[config.mk]
export PLATFORM = sky130hd
export DESIGN_NAME = xaui_tx_pcs
export DESIGN_NICKNAME = d
export VERILOG_FILES = /design/src/rtl/xaui_tx_pcs.sv
export SDC_FILE = /design/constraint.sdc
export NUM_CORES = 1
export LEC_CHECK = 0
export BUFFER_PORTS_ARGS = -buffer_cell sky130_fd_sc_hd__buf_2
export CAP_MARGIN = 20
export CELL_PAD_IN_SITES_DETAIL_PLACEMENT = 1
export CELL_PAD_IN_SITES_GLOBAL_PLACEMENT = 2
export CORE_ASPECT_RATIO = 0.75
export CORE_MARGIN = 5
export CORE_UTILIZATION = 31
export CTS_CLUSTER_DIAMETER = 30
export DETAILED_ROUTE_END_ITERATION = 10
export GPL_ROUTABILITY_DRIVEN = 1
export GPL_TIMING_DRIVEN = 0
export PLACE_DENSITY = 0.85
export SLEW_MARGIN = 15
export SYNTH_ARGS = -nofsm -noshare
export SYNTH_HDL_FRONTEND = slang
export SYNTH_SLANG_ARGS = --single-unit
[constraint.sdc]
create_clock -name usrclk -period 5.3 [get_ports usrclk]
set_input_delay 0.53 -clock usrclk [delete_from_list [all_inputs] [get_ports usrclk]]
set_output_delay 0.53 -clock usrclk [all_outputs]
set_load 0.1 [all_outputs]
[src/rtl/xaui_tx_pcs.sv]
// xaui_tx_pcs - XAUI transmit PCS.
//
// Maps 64-bit XGMII TX data (two columns per usrclk) onto four MGT lanes as
// 8b/10b-ready bytes plus charisk flags. Idle columns are replaced by the
// ||A||/||K||/||R|| randomised idle sequence. Control codes are mapped, and
// illegal codes are forced to /E/.
//
// Ports
//   usrclk         clock
//   reset          synchronous, active-high reset
//   xgmii_txd      [31:0] column0, [63:32] column1; lane n = byte n of a column
//   xgmii_txc      bit c*4+n = control flag for column c, lane n
//   mgt_txdata     lane n = [16n+15:16n]; low byte column0, high byte column1
//   mgt_txcharisk  bit 2n = lane n column0, bit 2n+1 = lane n column1
//   tx_code_err    pulse, aligned with mgt_txdata, when any byte was forced to /E/
//   testpat_en     test-pattern enable (only with XAUI_TX_TESTPAT_EN)
//   testpat_sel    0=high-freq, 1=low-freq, 2=mixed, 3=normal path
//
// Build option: define XAUI_TX_TESTPAT_EN to build the test-pattern override.
// Without it, testpat_en and testpat_sel are ignored.

module xaui_tx_pcs #(
    parameter int         A_MIN       = 16,
    parameter int         A_RAND_BITS = 4,
    parameter logic [6:0] LFSR_SEED   = 7'h7F
) (
    input  logic        usrclk,
    input  logic        reset,
    input  logic [63:0] xgmii_txd,
    input  logic [7:0]  xgmii_txc,
    output logic [63:0] mgt_txdata,
    output logic [7:0]  mgt_txcharisk,
    output logic        tx_code_err,
    input  logic        testpat_en,
    input  logic [1:0]  testpat_sel
);

    localparam logic [7:0] C_IDLE = 8'h07;
    localparam logic [7:0] C_A    = 8'h7C;
    localparam logic [7:0] C_R    = 8'h1C;
    localparam logic [7:0] C_K    = 8'hBC;
    localparam logic [7:0] C_S    = 8'hFB;
    localparam logic [7:0] C_T    = 8'hFD;
    localparam logic [7:0] C_E    = 8'hFE;
    localparam logic [7:0] C_Q    = 8'h9C;
    localparam logic [4:0] A_MIN5 = 5'(A_MIN);

    typedef struct packed {
        logic [31:0] d;
        logic [3:0]  k;
        logic        err;
        logic [4:0]  a_cnt;
        logic [6:0]  lfsr;
    } col_res_t;

    logic [6:0]  lfsr;
    logic [4:0]  a_cnt;
    col_res_t    col0_p0;
    col_res_t    col1_p0;
    logic [63:0] txdata_p0;
    logic [7:0]  charisk_p0;

    // Encode one XGMII column against the given idle state. Returns the
    // lane bytes, charisk flags, error flag and the updated idle state.
    function automatic col_res_t encode_col(input logic [31:0] d, input logic [3:0] c,
                                            input logic [4:0] cnt, input logic [6:0] lf);
        col_res_t   r;
        logic       is_idle;
        logic       found;
        int         kpos;
        logic [7:0] b;
        logic [4:0] rnd;
        r       = '0;
        r.a_cnt = cnt;
        r.lfsr  = lf;
        rnd     = '0;
        rnd[A_RAND_BITS-1:0] = lf[A_RAND_BITS-1:0];
        is_idle = (c == 4'hF);
        found   = 1'b0;
        kpos    = 0;
        for (int i = 0; i < 4; i++) begin
            if (d[8*i +: 8] != C_IDLE) is_idle = 1'b0;
        end
        // Scan downward so the lowest control lane wins.
        for (int i = 3; i >= 0; i--) begin
            if (c[i]) begin
                found = 1'b1;
                kpos  = i;
            end
        end

        if (is_idle) begin
            r.k = 4'hF;
            if (cnt == 5'd0) begin
                r.d     = {4{C_A}};
                r.a_cnt = A_MIN5 + rnd;
            end else begin
                r.d     = lf[0] ? {4{C_R}} : {4{C_K}};
                r.a_cnt = cnt - 5'd1;
            end
            r.lfsr = {lf[5:0], lf[6] ^ lf[5]};
        end else if (found && d[8*kpos +: 8] == C_T) begin
            // Lanes after /T/ must be idle; they become K, anything else /E/.
            for (int i = 0; i < 4; i++) begin
                b = d[8*i +: 8];
                if (i < kpos) begin
                    r.d[8*i +: 8] = b;
                end else if (i == kpos) begin
                    r.d[8*i +: 8] = C_T;
                    r.k[i]        = 1'b1;
                end else if (c[i] && b == C_IDLE) begin
                    r.d[8*i +: 8] = C_K;
                    r.k[i]        = 1'b1;
                end else begin
                    r.d[8*i +: 8] = C_E;
                    r.k[i]        = 1'b1;
                    r.err         = 1'b1;
                end
            end
        end else if (c == 4'b0001 && d[7:0] == C_Q) begin
            r.d = d;
            r.k = 4'b0001;
        end else begin
            for (int i = 0; i < 4; i++) begin
                b = d[8*i +: 8];
                if (!c[i]) begin
                    r.d[8*i +: 8] = b;
                end else if (b == C_S || b == C_T || b == C_E || b == C_Q) begin
                    r.d[8*i +: 8] = b;
                    r.k[i]        = 1'b1;
                end else begin
                    r.d[8*i +: 8] = C_E;
                    r.k[i]        = 1'b1;
                    r.err         = 1'b1;
                end
            end
        end
        return r;
    endfunction

    // Stage p0: combinational encode, column1 chained on column0's state.
    always_comb begin
        txdata_p0  = '0;
        charisk_p0 = '0;
        col0_p0    = encode_col(xgmii_txd[31:0],  xgmii_txc[3:0], a_cnt, lfsr);
        col1_p0    = encode_col(xgmii_txd[63:32], xgmii_txc[7:4], col0_p0.a_cnt, col0_p0.lfsr);
        for (int n = 0; n < 4; n++) begin
            txdata_p0[16*n +: 8]     = col0_p0.d[8*n +: 8];
            txdata_p0[16*n+8 +: 8]   = col1_p0.d[8*n +: 8];
            charisk_p0[2*n]          = col0_p0.k[n];
            charisk_p0[2*n+1]        = col1_p0.k[n];
        end
    end

`ifdef XAUI_TX_TESTPAT_EN
    logic       tp_active;
    logic [7:0] tp_byte;
    logic       tp_k;

    assign tp_active = testpat_en && (testpat_sel != 2'd3);

    always_comb begin
        tp_byte = C_K;
        tp_k    = 1'b1;
        case (testpat_sel)
            2'd0: begin
                tp_byte = 8'hB5;
                tp_k    = 1'b0;
            end
            2'd1: tp_byte = 8'hFC;
            default: tp_byte = C_K;
        endcase
    end
`else
    logic unused_testpat;
    assign unused_testpat = ^{testpat_en, testpat_sel};
`endif

    // Stage p1: registered outputs and idle-sequence state.
    always_ff @(posedge usrclk) begin
        if (reset) begin
            mgt_txdata    <= {8{C_K}};
            mgt_txcharisk <= 8'hFF;
            tx_code_err   <= 1'b0;
            lfsr          <= LFSR_SEED;
            a_cnt         <= 5'd0;
        end else begin
`ifdef XAUI_TX_TESTPAT_EN
            if (tp_active) begin
                // Idle state is frozen while the pattern is on the wire.
                mgt_txdata    <= {8{tp_byte}};
                mgt_txcharisk <= {8{tp_k}};
                tx_code_err   <= 1'b0;
            end else
`endif
            begin
                mgt_txdata    <= txdata_p0;
                mgt_txcharisk <= charisk_p0;
                tx_code_err   <= col0_p0.err | col1_p0.err;
                lfsr          <= col1_p0.lfsr;
                a_cnt         <= col1_p0.a_cnt;
            end
        end
    end

endmodule
**Word-level counts from Yosys, hierarchy flattened**

Index checks and enable logic that the tools add are counted.

- $lt $le $gt $ge: 8
- Shifts and indexed selects: 2
- Bitwise operators: 3
- Reduce and logical (&&, ||, !) cells: 42
- Equality and inequality tests: 60
- Mux-type cells: 138
- Add/subtract/negate cells: 4

Operator list:

| operator | count |
|---|---|
| two-way mux 32 bit | 10 |
| == test 8 bit (second input constant) | 34 |
| two-way mux 8 bit | 24 |
| two-way mux 36 bit | 4 |
| == test 3 x 32 -> 1 bit (first input constant) | 4 |
| < comparator 3 x 32 -> 1 bit (first input constant) | 4 |
| two-way mux 7 bit | 16 |
| two-way mux 37 bit | 2 |
| two-way mux 1 bit | 70 |
| == test 2 x 32 -> 1 bit (first input constant) | 2 |
| == test 8 x 3 -> 1 bit (second input constant) | 8 |
| logical NOT 32 bit | 2 |
| < comparator 1 x 32 -> 1 bit (first input constant) | 2 |
| < comparator 2 x 32 -> 1 bit (first input constant) | 2 |
| != test 8 x 3 -> 1 bit (second input constant) | 8 |
| variable part select 32 x 32 -> 8 bit | 2 |
| logical OR 1 bit | 24 |
| two-way mux 12 bit | 2 |
| two-way mux 2 bit | 8 |
| logical AND 1 bit | 12 |
| adder 5 x 4 -> 5 bit (first input constant) | 2 |
| logical NOT 5 bit | 2 |
| two-way mux 5 bit | 2 |
| subtractor 5 x 1 -> 5 bit (second input constant) | 2 |
| other kinds (5) | 9 |

- Logic and storage cells: 263
- Bits in registers: 85
- Output and inout port bits: 73

**Longest topological paths before layout**

Gate-level depths: netlist (run 1).

- Word-level depth: 20
- Mapped depth: 12
- Depth with buffers taken out: 12

**Worst setup path before layout (run 1)**

OpenSTA, ideal clock, no wires.

- Path kind: input-to-reg
- Start: input xgmii_txd[12]
- End: register a_cnt[0]
- Cell stages on the path: 9
- Path slack: 2326 ps
- Data arrival time: 2899 ps
- Buffers on the path: 1
- Path through: nor4b_2 > nand4_1 > or4_1 > buf_6 > nor4b_4 > xnor2_1 > nand4_4 > or3b_1 > a31oi_1

- Longest elaborated chain between the ends: 8
- Elaborated cells on any way between the ends: 10
- Those cells by class: 2 x add/sub; 1 x eq/ne; 6 x mux; 1 x reduce/logical

Ends and longest elaborated chain:

| what | line | source |
|---|---|---|
| start: declaration | 29 | `input logic [63:0] xgmii_txd,` |
| != test 8 x 3 -> 1 bit * | 82 | `if (d[8*i +: 8] != C_IDLE) is_idle = 1'b0;` |
| two-way mux 1 bit * (3 in series) | 82 |  |
| two-way mux 12 bit * | 92 | `if (is_idle) begin` |
| subtractor 5 x 1 -> 5 bit, or another cell as far along | 99 | `r.a_cnt = cnt - 5'd1;` |
| two-way mux 5 bit | 94 | `if (cnt == 5'd0) begin` |
| two-way mux 12 bit * | 92 |  |
| end signal: assignment | 201 | `a_cnt <= col1_p0.a_cnt;` |
| end: declaration | 57 | `logic [4:0] a_cnt;` |

Mark *: on every way between the ends. The rest lies on a longest branch, timed or not.
A chain may end at the register's enable or synchronous reset.

**Worst setup path after layout (run 1)**

- Start: input xgmii_txc[1]
- End: register mgt_txdata[21]

- Longest elaborated chain between the ends: 7
- Elaborated cells on any way between the ends: 22
- Those cells by class: 1 x order compare; 4 x eq/ne; 1 x shift; 14 x mux; 2 x reduce/logical

Ends and longest elaborated chain:

| what | line | source |
|---|---|---|
| start: declaration | 30 | `input logic [7:0] xgmii_txc,` |
| two-way mux 32 bit (2 in series) | 86 | `if (c[i]) begin` |
| variable part select 32 x 32 -> 8 bit or == test 2 x 32 -> 1 bit (tied branches) | 102, 108 |  |
| == test 8 bit or two-way mux 7 bit (tied branches) | 102, 108 |  |
| logical AND 1 bit or two-way mux 8 bit (tied branches) | 102, 106 |  |
| two-way mux 37 bit | 102 | `end else if (found && d[8*kpos +: 8] == C_T) begin` |
| two-way mux 36 bit * | 92 |  |
| end signal: assignment | 182 | `mgt_txdata <= {8{C_K}};` |
| end signal: assignment | 197 | `mgt_txdata <= txdata_p0;` |
| end: declaration | 31 | `output logic [63:0] mgt_txdata,` |

Marked as above.

==> results_dict.tcl, run 1 <==
set metrics [dict create \
    viasPerCell 5.62 \
    clock_skew_ps 9.24 \
    vdd_drop_max_mv 0.167 \
    drc 0 \
    synth_ff_type "dfxtp_1" \
    syn_to_final_growth_pct 27.2 \
    synthSimpleGateAreaFrac_pct 31.4 \
    routed_wl_microns 20000 \
    synth-compound-area-share_pct 23.4 \
    grt_pass1_wl_microns 30300 \
    dpl.cell_count 916 \
    period_share_pct 67.8 \
    clkPwrFrac_pct 35.9 \
    portBuffers 144 \
    synth_largest_area_cell "dfxtp_1" \
    startpoint_type "primary input" \
    async_reset_ff_share_pct 0 \
    clock.fmax_mhz 278 \
    grt_pass1_vias 5240 \
    cts_num_sinks 85 \
    synth_area_sq_um 4710 \
    combPwrFrac_pct 26.5 \
    synth_common_cells "dfxtp_1, nand2_1, o21ai_0, nor2_1, or3_1" \
    drive_gt1_share_pct 27.7 \
    insertion_delay_ps 350 \
    die_w_microns 152 \
    gr-total-overflow 0 \
    yosysWarnings 0 \
    yosys.area.top_type_share_pct 36.2 \
    wl_per_cell_microns 21.5 \
    r2r_cells 11 \
    hold_depth 2 \
    synth_top_family_by_area "simple AND/OR/NAND/NOR gates" \
    synth-xor-area-share_pct 2.42 \
    slew_headroom_pct 42.8 \
    internal-power_mw 1.14 \
    cts_buffer_depth 2 \
    synth_edf_count 0 \
    rsz0062_at_grt "false" \
    ys_seq_area_share_pct 36.2 \
    endpoint_kind "flip-flop" \
    first_pass_iters 6 \
    cp_data_required_time_ps 5510 \
    ant_nets 0 \
    dp_hpwl_microns 15900 \
    postSynthCellCount 566 \
    hold_viol_final 0 \
    status "finished, final reports clean" \
    row_count 39 \
    finalWeightedCongestion 0.928 \
    drt_iter0_markers 461 \
    synth.area.mux_share_pct 2.23 \
    min_period_ps 3590 \
    switching_share_pct 36.5 \
    clk_pin_slew_ps 70 \
    report.final.setup_viol 0 \
    power_density_nw_per_um2 300 \
    yosysMostFrequentCell "dfxtp_1" \
    hold_class "primary input to flip-flop" \
    maxCapViolations 0 \
    num_io_pins 150 \
    antenna_found_initial 0 \
    ctsResizeCount 0 \
    synth_adder_area_share_pct 0.532 \
    synth_area_leaders "dfxtp_1, o21ai_0, nand2_1, nor2_1, or3_1" \
    instances_no_fill 932 \
    setup_tns_ps 0 \
    synth-seq-cells 85 \
    cp_max_fo 10 \
    dp_slack_ps 1600 \
    synth_cell_types 74 \
    tightestPinTransition_ps 855 \
    die_h_microns 117 \
    setup_ws_ps 1710 \
    cts-root-buf "clkbuf_16" \
    crit_arrival_ps 3810 \
    syn_area_per_cell_sq_um 8.31 \
    tritoncts "yes" \
    core_region_area_sq_um 15100 \
    grt.total_usage_pct 21.9 \
    syn-num-nets 645 \
    worstSetupPathType "primary input to flip-flop" \
    grt_max_degree 16 \
    cts_buffers 9 \
    die_area_sq_um 17800 \
    vias 5234 \
    cts_setup_buffers 0 \
    switchingPower_mw 0.655 \
    p_leak_nw 2.37 \
    pwr-share-seq_pct 37.6 \
    hold_buffers 0 \
    initial_core_util_pct 31.2 \
    finalMaxSlewViolations 0 \
    h-tree-depth 3 \
    nets 801 \
]
critical path, stage by stage:
cell,delay (ps)
buf_2,110
clkbuf_1,330
or2_2,180
clkbuf_1,360
a21oi_1,170
a221oi_1,320
nand4_1,210
nor3b_2,610
a21boi_0,380
nor3_1,520
a31oi_1,90
final timing paths:
check,endpoint,from,slack [ps]
min,mgt_txdata[19]$_SDFF_PP1_,xgmii_txd[11],430
max,mgt_txdata[21]$_SDFF_PP1_,xgmii_txc[1],1710
min reg2reg,lfsr[4]$_SDFF_PP1_,lfsr[2]$_SDFF_PP1_,540
max reg2reg,a_cnt[0]$_SDFF_PP0_,a_cnt[0]$_SDFF_PP0_,2220
power groups by stage:
stage / combinational (mW) / clock (mW) / sequential (mW)
floorplan: 0.130 / 0 / 0.889
finish: 0.476 / 0.644 / 0.675
detailed placement: 0.470 / 0 / 0.690
global placement: 0.465 / 0 / 0.689
CTS: 0.472 / 0.665 / 0.676
global route: 0.499 / 0.687 / 0.678
cells by family after synthesis:
| family | count (synthesis) |
|---|---|
| AOI/OAI and AO/OA | 161 |
| xor gates and xnor gates | 13 |
| adders and majority gates | 2 |
| buffers and inverters | 43 |
| DFF | 85 |
| muxes | 10 |
| and+or+nand+nor | 252 |
registers in the layout (all words and copies together) (netlist names):
register	cells
lfsr	7
tx_code_err	1
mgt_txdata	64
mgt_txcharisk	8
a_cnt	5
final cells by class:
type | instances | area [sq um]
plain buffers | 25 | 113
inverters | 18 | 67.6
clock buffers | 9 | 225
multi-input cells | 438 | 2820
clock inverters | 6 | 68.8
well taps | 205 | 256
fillers | 1830 | 9090
flip-flops and latches | 85 | 1700
repair buffers | 145 | 726
diodes | 1 | 2.50
layout by cell type (no fill, tap or decap), drive strengths merged, types with 7 or more instances in the layout:
cell type  netlist  final
a22oi           12     12
a21o             7      7
or2             11     11
buf              9    154
nor2            45     45
a21oi           20     20
o21a             7      7
nand4           16     16
nand2           57     57
nor2b            7      7
or3             23     23
a32oi            8      8
o21ai           51     51
inv             18     21
nor3            13     13
nor4b           11     11
clkbuf          16     25
nand2b           8      8
a31oi            7      7
nor3b           15     15
nand3           16     16
dfxtp           85     85
xor2             7      7
through the flow:
stage / hold slack, ps / cell area [sq um] / power [mW] / utilization, %
finish: 435 / 5980 / 1.80 / 39.7
global route: 437 / 5980 / 1.86 / 39.7
CTS: 425 / 5980 / 1.81 / 39.7
detailed placement: 541 / 5690 / 1.16 / 37.7
global placement: 535 / 5680 / 1.15 / 37.7
floorplan: 488 / 4710 / 1.02 / -
routing by layer:
metal	vias to the layer above	track usage [%]	wire, microns
met4	0	7.31	312
met3	18	6.56	1680
met1	2557	31.7	9740
met2	218	30.9	8280
li1	2441	-	-
met5	-	0	0
Power figures use the tool's default switching activity.
==> run 2, diff against run 1 <==
--- a/config.mk
+++ b/config.mk
@@ -11,12 +11,12 @@
 export CELL_PAD_IN_SITES_GLOBAL_PLACEMENT = 2
 export CORE_ASPECT_RATIO = 0.75
 export CORE_MARGIN = 5
-export CORE_UTILIZATION = 31
+export CORE_UTILIZATION = 26
 export CTS_CLUSTER_DIAMETER = 30
 export DETAILED_ROUTE_END_ITERATION = 10
 export GPL_ROUTABILITY_DRIVEN = 1
 export GPL_TIMING_DRIVEN = 0
-export PLACE_DENSITY = 0.85
+export PLACE_DENSITY = 0.76
 export SLEW_MARGIN = 15
 export SYNTH_ARGS = -nofsm -noshare
 export SYNTH_HDL_FRONTEND = slang
==> constraint.sdc (replaced) <==
create_clock -name usrclk -period 2.94 [get_ports usrclk]
set_input_delay 0.294 -clock usrclk [delete_from_list [all_inputs] [get_ports usrclk]]
set_output_delay 0.294 -clock usrclk [all_outputs]
set_load 0.1 [all_outputs]
==> results_dict.tcl, run 2 (synthesis gave the netlist of run 1 again) <==
set metrics [dict create \
    antenna_found_initial 0 \
    cts_num_sinks 85 \
    startpoint_type "primary input" \
    use_met1_pct 29.6 \
    first_pass_iters 7 \
    core_region_area_sq_um 17700 \
    vdd_drop_max_mv 0.253 \
    grt_max_degree 17 \
    dp_hpwl_microns 16100 \
    largest_reg_flops 64 \
    top_regs "mgt_txdata (64), mgt_txcharisk (8), lfsr (7)" \
    viasPerCell 5.35 \
    syn_to_final_growth_pct 30.9 \
    drc 0 \
    met3_usage_pct 5.80 \
    drive_gt1_share_pct 29.9 \
    hold_class "primary input to flip-flop" \
    period_share_pct 95.1 \
    slew_headroom_pct 44.9 \
    layout_commonest_cell "buf_2" \
    hp-start "xgmii_txd[52]" \
    die_area_sq_um 20900 \
    worstSetupPathType "primary input to flip-flop" \
    rr_startpoint "a_cnt[0]$_SDFF_PP0_" \
    grt_pass1_vias 5338 \
    clock.fmax_mhz 358 \
    wl_per_cell_microns 21.3 \
    fin_hold_ws_ps 203 \
    clk_pin_slew_ps 70 \
    die_h_microns 127 \
    h-tree-depth 3 \
    portBuffers 144 \
    report.final.setup_viol 0 \
    p_leak_nw 2.46 \
    endpoint_kind "flip-flop" \
    vias 5202 \
    stdcell_area_sq_um 6160 \
    nets 804 \
    die_w_microns 165 \
    busiest_layer "met1" \
    hold_buffers 0 \
    cts_buffers 9 \
    placed_area_sq_um 5730 \
    grt.total_usage_pct 19.8 \
    tritoncts "yes" \
    grt_pass1_wl_microns 31900 \
    cp_data_required_time_ps 3210 \
    num_io_pins 150 \
    cts-root-buf "clkbuf_16" \
    final_cell_mix "buf_2, dfxtp_1, nand2_1" \
    finalWeightedCongestion 0.915 \
    r2r_slack_ps 200 \
    cp_max_fo 10 \
    crit_arrival_ps 3070 \
    insertion_delay_ps 360 \
    tightestPinTransition_ps 823 \
    maxCapViolations 0 \
    routed_wl_microns 20700 \
    setup_ws_ps 144 \
    largest-register "mgt_txdata" \
    setup_tns_ps 0 \
    diodes 0 \
    fillers 2183 \
    status "finished, final reports clean" \
    gr-total-overflow 0 \
    drt_iter0_markers 446 \
    grtUsageMet2_pct 28.5 \
    finalMaxSlewViolations 0 \
    initial_core_util_pct 26.6 \
    min_period_ps 2800 \
    dp_slack_ps -510 \
    row_count 42 \
    clock_skew_ps 12.0 \
    critPathLaunch "xgmii_txc[7]" \
    power_density_nw_per_um2 551 \
    ant_nets 0 \
    hold_viol_final 0 \
    cts_buffer_depth 2 \
]
run 2: layout make-up:
cell class	instances	area [sq um]	share of cell area, %
buffer	24	116	1.89
clock buffer	9	225	3.66
clock inverter	7	104	1.69
inverter	18	67.6	1.10
multi-input combinational	438	2890	46.9
sequential	85	1700	27.6
tap	242	303	4.91
timing repair buffer	149	756	12.3
run 2: critical path: stages:
cell      delay [ps]
buf_2            160
nor2_1           460
a22oi_1          180
o21a_1           220
nor4b_1          530
nand2_2          320
nor2_4           310
mux2_2           380
a211oi_1         210
run 2: layer usage:
metal	wire, microns	vias to the layer above
li1	-	2438
met1	9880	2564
met2	8930	191
met3	1750	9
met4	131	0
met5	0	-
run 2: report_power, final:
group          total, mW  leakage [nW]  internal [mW]  switching [mW]
combinational      0.872          1.60          0.198           0.674
sequential          1.22         0.703           1.20          0.0154
clock               1.30         0.161          0.758           0.547
total               3.39          2.46           2.16            1.24
run 2: final timing paths:
path	cells past startpoint	to
worst min-delay path	2	mgt_txdata[44]$_SDFF_PP1_
worst min register to register	2	lfsr[6]$_SDFF_PP1_
worst max-delay path	9	mgt_txdata[25]$_SDFF_PP0_
worst max register to register	10	a_cnt[0]$_SDFF_PP0_
run 2: timing repair:
action,in CTS,in global routing
gates cloned,0,0
endpoints found under the setup margin,16,33
buffers inserted,1,3
gates resized for setup,4,18
pin swaps,1,3
run 2: per-stage QoR:
| stage | std cells | utilization, % | power, mW |
|---|---|---|---|
| detailed placement | 953 | 32.4 | 2.10 |
| global placement | 952 | 32.4 | 2.08 |
| CTS | 970 | 34.4 | 3.41 |
| global route | 972 | 34.8 | 3.54 |
| floorplan | 566 | - | 1.84 |
| finish | 972 | 34.8 | 3.39 |
